### src/rtl/vend_dispenser_pkg.sv
// vend_pkg: state encoding, default timing/stock constants and timer width helper for the dispenser
package vend_pkg;
  typedef enum logic [2:0] {IDLE, DROP_PULSE, DROP_WAIT, CHG_PULSE, CHG_WAIT, DONE, FAULT} state_t;
  localparam int PULSE_CYC_DEF = 8;
  localparam int TIMEOUT_CYC_DEF = 64;
  localparam int STOCK_W_DEF = 4;
  function automatic int tmr_w(input int p, input int t);
    int m;
    m = p > t ? p : t;
    return m < 2 ? 1 : $clog2(m);
  endfunction
endpackage

### src/rtl/vend_dispenser_if.sv
// vend_dispenser_if: controller/sensor side of the dispenser; no_change exists only with COIN_STOCK_EN
interface vend_dispenser_if;
  logic drop_req, change_req, item_sensed, coin_sensed, refill;
  logic solenoid_on, hopper_on, busy, dispense_done, reject, sold_out, fault;
`ifdef COIN_STOCK_EN
  logic no_change;
`endif
  modport master(
`ifdef COIN_STOCK_EN
    input no_change,
`endif
    output drop_req, change_req, item_sensed, coin_sensed, refill,
    input solenoid_on, hopper_on, busy, dispense_done, reject, sold_out, fault
  );
  modport slave(
`ifdef COIN_STOCK_EN
    output no_change,
`endif
    input drop_req, change_req, item_sensed, coin_sensed, refill,
    output solenoid_on, hopper_on, busy, dispense_done, reject, sold_out, fault
  );
endinterface

### src/rtl/vend_dispenser_timer.sv
// vend_actuator_timer: shared up-counter restarted on every state change; flags pulse end and wait timeout
module vend_actuator_timer import vend_pkg::*; #(
  parameter int PULSE_CYC = PULSE_CYC_DEF,
  parameter int TIMEOUT_CYC = TIMEOUT_CYC_DEF
) (
  input  logic clk,
  input  logic reset,
  input  logic start,
  output logic pulse_done,
  output logic timeout
);
  localparam int W = tmr_w(PULSE_CYC, TIMEOUT_CYC);
  logic [W-1:0] cnt;
  always_ff @(posedge clk or posedge reset)
    if (reset) cnt <= '0;
    else cnt <= start ? '0 : cnt + W'(1);
  assign pulse_done = cnt == W'(PULSE_CYC - 1);
  assign timeout = cnt == W'(TIMEOUT_CYC - 1);
endmodule

### src/rtl/vend_dispenser.sv
// vend_dispenser: sequences solenoid then optional hopper with sensor confirmation, stock and sticky fault
// COIN_STOCK_EN adds a change-coin counter, the no_change status and refusal of change when empty
module vend_dispenser import vend_pkg::*; #(
  parameter int PULSE_CYC = PULSE_CYC_DEF,
  parameter int TIMEOUT_CYC = TIMEOUT_CYC_DEF,
  parameter int STOCK_W = STOCK_W_DEF,
  parameter int STOCK_INIT = 15
`ifdef COIN_STOCK_EN
  , parameter int COIN_INIT = 15
`endif
) (
  input logic clk,
  input logic reset,
  vend_dispenser_if.slave bus
);
  state_t st, nxt;
  logic [STOCK_W-1:0] stock;
  logic chg_pend, seen, sens, hit, start, pulse_done, timeout, refuse, take, reload, drop_cfm;
  // a sensor edge during the pulse is remembered so it can confirm at pulse end
  assign sens = (st == DROP_PULSE || st == DROP_WAIT) ? bus.item_sensed : bus.coin_sensed;
  assign hit = seen | sens;
  assign drop_cfm = hit && (st == DROP_WAIT || (st == DROP_PULSE && pulse_done));
  assign take = st == IDLE && bus.drop_req && !refuse;
  assign reload = st == IDLE && bus.refill && !bus.drop_req;
  assign start = nxt != st;
`ifdef COIN_STOCK_EN
  logic [STOCK_W-1:0] coins;
  logic chg_cfm;
  assign chg_cfm = hit && (st == CHG_WAIT || (st == CHG_PULSE && pulse_done));
  assign refuse = stock == '0 || (bus.change_req && coins == '0);
  always_ff @(posedge clk or posedge reset)
    if (reset) coins <= STOCK_W'(COIN_INIT);
    else if (chg_cfm) coins <= coins - STOCK_W'(coins != '0);
    else if (reload) coins <= STOCK_W'(COIN_INIT);
  assign bus.no_change = coins == '0;
`else
  assign refuse = stock == '0;
`endif
  vend_actuator_timer #(.PULSE_CYC(PULSE_CYC), .TIMEOUT_CYC(TIMEOUT_CYC)) u_tmr (
    .clk(clk), .reset(reset), .start(start), .pulse_done(pulse_done), .timeout(timeout)
  );
  always_ff @(posedge clk or posedge reset)
    if (reset) st <= IDLE;
    else st <= nxt;
  always_ff @(posedge clk or posedge reset)
    if (reset) begin
      stock <= STOCK_W'(STOCK_INIT);
      chg_pend <= 1'b0;
      seen <= 1'b0;
    end else begin
      seen <= start ? 1'b0 : hit;
      chg_pend <= take ? bus.change_req : (st == DONE ? 1'b0 : chg_pend);
      if (drop_cfm) stock <= stock - STOCK_W'(stock != '0);
      else if (reload) stock <= STOCK_W'(STOCK_INIT);
    end
  always_comb begin
    nxt = st;
    case (st)
      IDLE:       nxt = take ? DROP_PULSE : IDLE;
      DROP_PULSE: nxt = pulse_done ? (hit ? (chg_pend ? CHG_PULSE : DONE) : DROP_WAIT) : DROP_PULSE;
      DROP_WAIT:  nxt = hit ? (chg_pend ? CHG_PULSE : DONE) : (timeout ? FAULT : DROP_WAIT);
      CHG_PULSE:  nxt = pulse_done ? (hit ? DONE : CHG_WAIT) : CHG_PULSE;
      CHG_WAIT:   nxt = hit ? DONE : (timeout ? FAULT : CHG_WAIT);
      DONE:       nxt = IDLE;
      FAULT:      nxt = FAULT;
      default:    nxt = IDLE;
    endcase
  end
  always_comb begin
    bus.solenoid_on = st == DROP_PULSE;
    bus.hopper_on = st == CHG_PULSE;
    bus.busy = st != IDLE;
    bus.dispense_done = st == DONE;
    bus.reject = st == IDLE && bus.drop_req && refuse;
    bus.sold_out = stock == '0;
    bus.fault = st == FAULT;
  end
endmodule
### src/flat_wrapper.sv
// flat-port wrapper written by rule: the top's interface ports become plain ports
module vend_dispenser_flat import vend_pkg::*;
#(
  parameter int PULSE_CYC = PULSE_CYC_DEF,
  parameter int TIMEOUT_CYC = TIMEOUT_CYC_DEF,
  parameter int STOCK_W = STOCK_W_DEF,
  parameter int STOCK_INIT = 15

)
  (clk, reset, bus_drop_req, bus_change_req, bus_item_sensed, bus_coin_sensed, bus_refill, bus_solenoid_on, bus_hopper_on, bus_busy, bus_dispense_done, bus_reject, bus_sold_out, bus_fault);
  vend_dispenser_if bus_i ();
  input logic clk;
  input logic reset;
  input wire logic [$bits(bus_i.drop_req)-1:0] bus_drop_req;
  input wire logic [$bits(bus_i.change_req)-1:0] bus_change_req;
  input wire logic [$bits(bus_i.item_sensed)-1:0] bus_item_sensed;
  input wire logic [$bits(bus_i.coin_sensed)-1:0] bus_coin_sensed;
  input wire logic [$bits(bus_i.refill)-1:0] bus_refill;
  output wire logic [$bits(bus_i.solenoid_on)-1:0] bus_solenoid_on;
  output wire logic [$bits(bus_i.hopper_on)-1:0] bus_hopper_on;
  output wire logic [$bits(bus_i.busy)-1:0] bus_busy;
  output wire logic [$bits(bus_i.dispense_done)-1:0] bus_dispense_done;
  output wire logic [$bits(bus_i.reject)-1:0] bus_reject;
  output wire logic [$bits(bus_i.sold_out)-1:0] bus_sold_out;
  output wire logic [$bits(bus_i.fault)-1:0] bus_fault;
  assign bus_i.drop_req = bus_drop_req;
  assign bus_i.change_req = bus_change_req;
  assign bus_i.item_sensed = bus_item_sensed;
  assign bus_i.coin_sensed = bus_coin_sensed;
  assign bus_i.refill = bus_refill;
  assign bus_solenoid_on = bus_i.solenoid_on;
  assign bus_hopper_on = bus_i.hopper_on;
  assign bus_busy = bus_i.busy;
  assign bus_dispense_done = bus_i.dispense_done;
  assign bus_reject = bus_i.reject;
  assign bus_sold_out = bus_i.sold_out;
  assign bus_fault = bus_i.fault;
  vend_dispenser #(.PULSE_CYC(PULSE_CYC), .TIMEOUT_CYC(TIMEOUT_CYC), .STOCK_W(STOCK_W), .STOCK_INIT(STOCK_INIT)) u_core (.clk(clk), .reset(reset), .bus(bus_i));
endmodule
### config.mk
export PLATFORM = sky130hd
export DESIGN_NAME = vend_dispenser_flat
export DESIGN_NICKNAME = d
export VERILOG_FILES = /design/src/rtl/vend_dispenser_pkg.sv /design/src/rtl/vend_dispenser_if.sv /design/src/rtl/vend_dispenser_timer.sv /design/src/rtl/vend_dispenser.sv /design/src/flat_wrapper.sv
export SDC_FILE = /design/constraint.sdc
export NUM_CORES = 1
export LEC_CHECK = 0
export BUFFER_PORTS_ARGS = -buffer_cell sky130_fd_sc_hd__buf_4
export CAP_MARGIN = 5
export CORE_ASPECT_RATIO = 1.4
export CORE_MARGIN = 2
export CORE_UTILIZATION = 35
export DETAILED_ROUTE_END_ITERATION = 16
export GPL_ROUTABILITY_DRIVEN = 0
export HOLD_SLACK_MARGIN = 0.1
export PLACE_DENSITY_LB_ADDON = 0.2
export SLEW_MARGIN = 40
export SYNTH_ARGS = -nofsm -noshare
export SYNTH_HDL_FRONTEND = slang
export SYNTH_HIERARCHICAL = 1
export SYNTH_SLANG_ARGS = --single-unit
### constraint.sdc
create_clock -name clk -period 7.3 [get_ports clk]
set_clock_uncertainty 0.15 [all_clocks]
set_input_delay 1.46 -clock clk [delete_from_list [all_inputs] [get_ports clk]]
set_output_delay 1.46 -clock clk [all_outputs]
set_load 0.02 [all_outputs]
**Word level (Yosys, flattened, before mapping)**

Index checks and enable logic that the tools add are counted.
Widths: inputs -> output; s select.

- ROM bits: 0
- Logic and storage cells: 52
- RAM bits: 0
- Output and inout bits: 7
- Latch bits: 0
- Memories: 0
- Bits of input ports: 7
- Flip-flop bits (word level): 15

- Div/mod/pow operators: 0
- Mux-type cells: 18
- Bitwise gates (word level): 1
- Order comparisons: 0
- $mul: 0
- $add $sub $neg: 2
- Shifts and indexed selects: 0
- Eq/ne operators: 9
- Reduce and logical (&&, ||, !) cells: 17

Operators with widths:

| cell | number |
|---|---|
| $mux 3 | 7 |
| $pmux 3 s6 | 1 |
| $eq 3x3->1 const B | 3 |
| $mux 4 | 2 |
| $logic_and 1x1->1 | 7 |
| $add 6x1->6 const B | 1 |
| $eq 3x2->1 const B | 2 |
| $eq 6x3->1 const B | 1 |
| $eq 6x6->1 const B | 1 |
| $mux 1 | 6 |
| $mux 6 | 1 |
| $logic_not 4->1 | 1 |
| $reduce_bool 2->1 | 2 |
| $reduce_bool 4->1 | 1 |
| $sub 4x1->4 | 1 |
| $eq 3x1->1 const B | 1 |
| $logic_not 3->1 | 1 |
| $ne 3x3->1 | 1 |
| $reduce_bool 3->1 | 1 |
| $logic_not 1->1 | 2 |
| $logic_or 1x1->1 | 2 |
| $mux 2 | 1 |
| $or 1x1->1 | 1 |

**Logic depth before layout (Yosys ltp)**

- Depth after elaboration: 9
- Mapped depth: 9
- Depth with buffers taken out: 9

**Hierarchy**

The synthesis kept the hierarchy.

Modules (own cells, without submodules):

| module | instances | area an instance (um^2) | sequential area each (um^2) | cells each |
|---|---|---|---|---|
| vend_dispenser | 1 | 748.2 | 230.2 | 91 |
| vend_actuator_timer | 1 | 267.8 | 150.1 | 26 |

**Least setup slack after synthesis**

OpenSTA, ideal clock, no wires.

- Path type: input port to output port
- Start: in bus_drop_req
- End: out bus_reject
- Slack: 3706 ps
- Cell stages on the path: 2
- Path buffers: 0
- Required time: 5690 ps
- Data arrival time: 1984 ps
- Cells stage by stage: inv_1 > nor3_1

- Longest elaborated chain between the ends: 2

Ends and longest elaborated chain:

| item | RTL line | RTL |
|---|---|---|
| from (decl) | flat_wrapper.sv:14 | `input wire logic [$bits(bus_i.drop_req)-1:0] bus_drop_req;` |
| $logic_and 1x1->1 (2 in series) | vend_dispenser.sv:74 | `bus.reject = st == IDLE && bus.drop_req && refuse;` |
| to (decl) | flat_wrapper.sv:23 | `output wire logic [$bits(bus_i.reject)-1:0] bus_reject;` |

No other way between the ends.

**Final worst setup path**

Ends and elaborated chain as after synthesis.

==> flow_metrics.py <==
metrics = {
    "floorplan": {
        "dieArea_sq_um": 3356,
        "io_pins": 14,
        "core_sq_um": 2820,
        "initial_core_util_pct": 36.02,
        "die_w_microns": 49.54,
        "die_h_microns": 67.75,
        "row_count": 23,
    },
    "clock_network": {
        "clk_pin_slew_ns": 0.06,
        "cts_max_path_buffers": 2,
        "ctsResizeCount": 0,
        "cts_buffers": 3,
        "cts_hold_buf": 0,
        "clock_latency_ns": 0.24,
        "cts_root_buf": "clkbuf_8",
        "post_cts_buffers": 0,
        "htree_levels": 1,
        "cts_sinks": 15,
        "cts_tree": "done",
    },
    "routing": {
        "postRouteAntennaNets": 0,
        "wl_met1_microns": 914,
        "drc": 0,
        "top_layer": "met4",
        "vias": 903,
        "drt-total-wl_microns": 2225,
        "routedWlPerCell_microns": 13.57,
        "wl_met3_microns": 57,
        "dr_wl_met2_microns": 1202,
        "vias_per_cell": 5.506,
        "drt_iter0_markers": 20,
        "dr.pass1.iters": 6,
    },
    "placed_design": {
        "place_hpwl_microns": 1692,
        "portBuffers": 13,
    },
    "pwr": {
        "power.internal_mw": 0.2040,
        "switching_share_pct": 41.97,
        "clockPowerShare_pct": 18.9,
        "power.static_leakage_nw": 0.5195,
        "p_seq_share_pct": 38.5,
        "p_switching_mw": 0.1475,
        "power_density_nw_per_um2": 303.1,
        "ir_worst_vdd_mv": 0.1355,
        "power_frac_comb_pct": 42.6,
    },
    "min_path": {
        "min_to": "u_core/u_tmr/cnt[0]",
        "min_path_cells": 1,
        "hold_path.class": "reg -> reg",
        "hold_path_startpoint": "u_core/u_tmr/cnt[0]",
    },
    "worst_setup_path": {
        "rr_startpoint": "u_core/u_tmr/cnt[0]",
        "cp-end-kind": "output port",
        "startpoint_type": "input pin",
        "cp.arrival_ns": 1.95,
        "cp.required_ns": 5.69,
        "critical_path.top_delay_family": "buffers and inverters",
        "crit_type": "in -> out",
        "ff2ff_setup_slack_ns": 4.67,
        "worstReg2RegEnd": "u_core/stock[3]",
        "cpMostUsedCell": "buf_4",
        "rr_worst_depth": 8,
        "slowest_delay_ns": 0.17,
        "worstPathCellList": "buf_4, inv_1, nor3_1, buf_4",
        "critPathBufInv": 3,
        "slowest_stage": "nor3_1",
        "crit_path_max_fanout": 4,
    },
    "yosys": {
        "yosys_warnings": 6,
        "synthesis.area_sq_um": 1016,
        "synth_nets": 127,
        "synth_seq_cells": 15,
        "synthCells": 117,
        "synth.avg_cell_area_sq_um": 8.684,
        "seq_area_frac_synth_pct": 37.44,
        "ys_types": 41,
    },
    "final_layout": {
        "diodes": 0,
        "multiInputGateArea_sq_um": 564.3,
        "final_layout_size_suffix_gt1_share_pct": 21.26,
        "syn_to_final_growth_pct": 14.16,
        "fillCellCount": 294,
        "seqCellArea_sq_um": 380.4,
        "nets": 138,
    },
    "sta": {
        "rsz0062_at_grt": "no",
        "finalHoldViolations": 0,
        "min_period_over_period_pct": 48.72,
        "drv_slew": 0,
        "setup_viol": 0,
        "worst_slew_pin_slew_ns": 0.6045,
        "slew_headroom_pct": 59.70,
        "fin_crit_ns": 3.556,
        "setup_tns_ns": 0,
        "max_freq_ghz": 0.2812,
        "holdWs_ns": 0.3398,
    },
    "global_route": {
        "grt_pass1_vias": 880,
        "grt_pass1_wl_microns": 3843,
        "grt_max_degree": 19,
        "antenna_found_initial": 0,
        "grt_usage_pct": 14.97,
        "grt_overflow": 0,
    },
    "run": {
        "cap_violations": 0,
    },
    "run_status": {
        "status": "finished clean",
    },
}
==> state kept, by name (all words and copies together) (netlist names) <==
name and cells:
u_core/seen 1, u_core/stock 4, u_core/st 3, u_core/u_tmr/cnt 6, u_core/chg_pend 1
==> layout make-up <==
cell class / count / share of cell area (%)
Inverter: 7 / 2.265
Multi-Input combinational cell: 88 / 48.65
Clock buffer: 4 / 3.884
Timing Repair Buffer: 13 / 8.414
Tap cell: 37 / 3.991
Sequential cell: 15 / 32.79
==> power groups by stage <==
stage	clock, mW	sequential (mW)	combinational [mW]
floorplan	0	0.115	0.133
global placement	0	0.135	0.147
detailed placement	0	0.135	0.149
CTS	0.0688	0.134	0.151
global route	0.0721	0.140	0.168
finish	0.0665	0.136	0.150
==> cells in the final DEF (no fill, tap or decap), types with 2 or more instances in the layout <==
master    instances
nand2_1           9
a2111o_1          2
ha_1              3
clkbuf_8          3
or3_1             2
nand2b_1          3
a211oi_1          2
xor2_1            3
buf_4            13
nand3_1           2
nor2_1           14
dfstp_2           4
dfrtp_1          11
a21o_1            2
a31oi_1           2
o211ai_1          2
a21oi_1           9
a311oi_1          2
nor3_1            6
and2_1            2
inv_1             7
o21ai_0           4
==> per-layer routing <==
metal | track usage, % | vias up
met3 | 1.770 | 6
met4 | 8.681 | 0
met2 | 27.83 | 20
met1 | 16.28 | 436
li1 | - | 441
met5 | 0 | -
==> kinds of logic after synthesis <==
kind of cell,after synthesis,share of synthesized area [%]
xor+xnor,4,3.449
buf+inv,14,7.635
compound gates,32,21.80
fa+ha+maj,3,3.695
simple gates,48,24.88
mux,1,1.108
flops,15,37.44
==> cell usage after synthesis (all sizes together) <==
cell	instances	share of area [%]
nor2	14	5.2
dfrtp	11	27
nand2	10	4.4
a21oi	9	4.4
inv	7	2.6
nor3	7	3.9
clkbuf	5	2.8
dfstp	4	10
o21ai	4	2.0
ha	3	3.7
nand2b	3	1.8
nand3	3	2.0
xor2	3	2.6
a2111o	2	2.2
a211oi	2	1.5
a21o	2	1.5
a311oi	2	1.7
a31oi	2	1.2
and2	2	1.2
buf	2	2.2
nor4	2	1.2
o211ai	2	1.5
or3	2	1.2
a21bo	1	0.99
a21boi	1	0.74
a221oi	1	0.86
a41oi	1	0.86
and3	1	0.62
mux2	1	1.1
nand3b	1	0.74
nor2b	1	0.62
nor3b	1	0.74
o21bai	1	0.74
o221ai	1	0.86
o31ai	1	0.74
or4	1	1.1
xnor2	1	0.86
==> per-stage QoR <==
stage	std cells	utilization (%)	worst slack [ns]	power, mW	instance area [sq um]
floorplan	117	-	3.706	0.2484	1016
global placement	160	39.31	3.752	0.2820	1109
detailed placement	160	39.31	3.738	0.2845	1109
CTS	164	40.91	3.736	0.3537	1154
global route	164	41.13	3.639	0.3799	1160
finish	164	41.13	3.744	0.3516	1160
==> worst register-to-register path, stage by stage (launching register included) <==
cell and delay [ns]:
dfrtp_1 0.39, ha_1 0.22, nand2_1 0.10, nor4_2 0.42
nand3b_1 0.13, a21o_1 0.23, a21oi_1 0.49, a311oi_1 0.19
a41oi_1 0.22
==> worst max-delay path by stage <==
| stage | end | depth (start not counted) | slack (ns) | from |
|---|---|---|---|---|
| 2_1_floorplan | bus_reject | 2 | 3.71 | bus_drop_req |
| 3_3_place_gp | bus_reject | 4 | 3.75 | bus_drop_req |
| 4_1_cts | bus_reject | 4 | 3.74 | bus_drop_req |
| 3_5_place_dp | bus_reject | 4 | 3.74 | bus_drop_req |
| 5_1_grt | bus_reject | 4 | 3.64 | bus_drop_req |
| 6_report | bus_reject | 4 | 3.74 | bus_drop_req |
No activity file was read; power rests on OpenSTA's default activity.
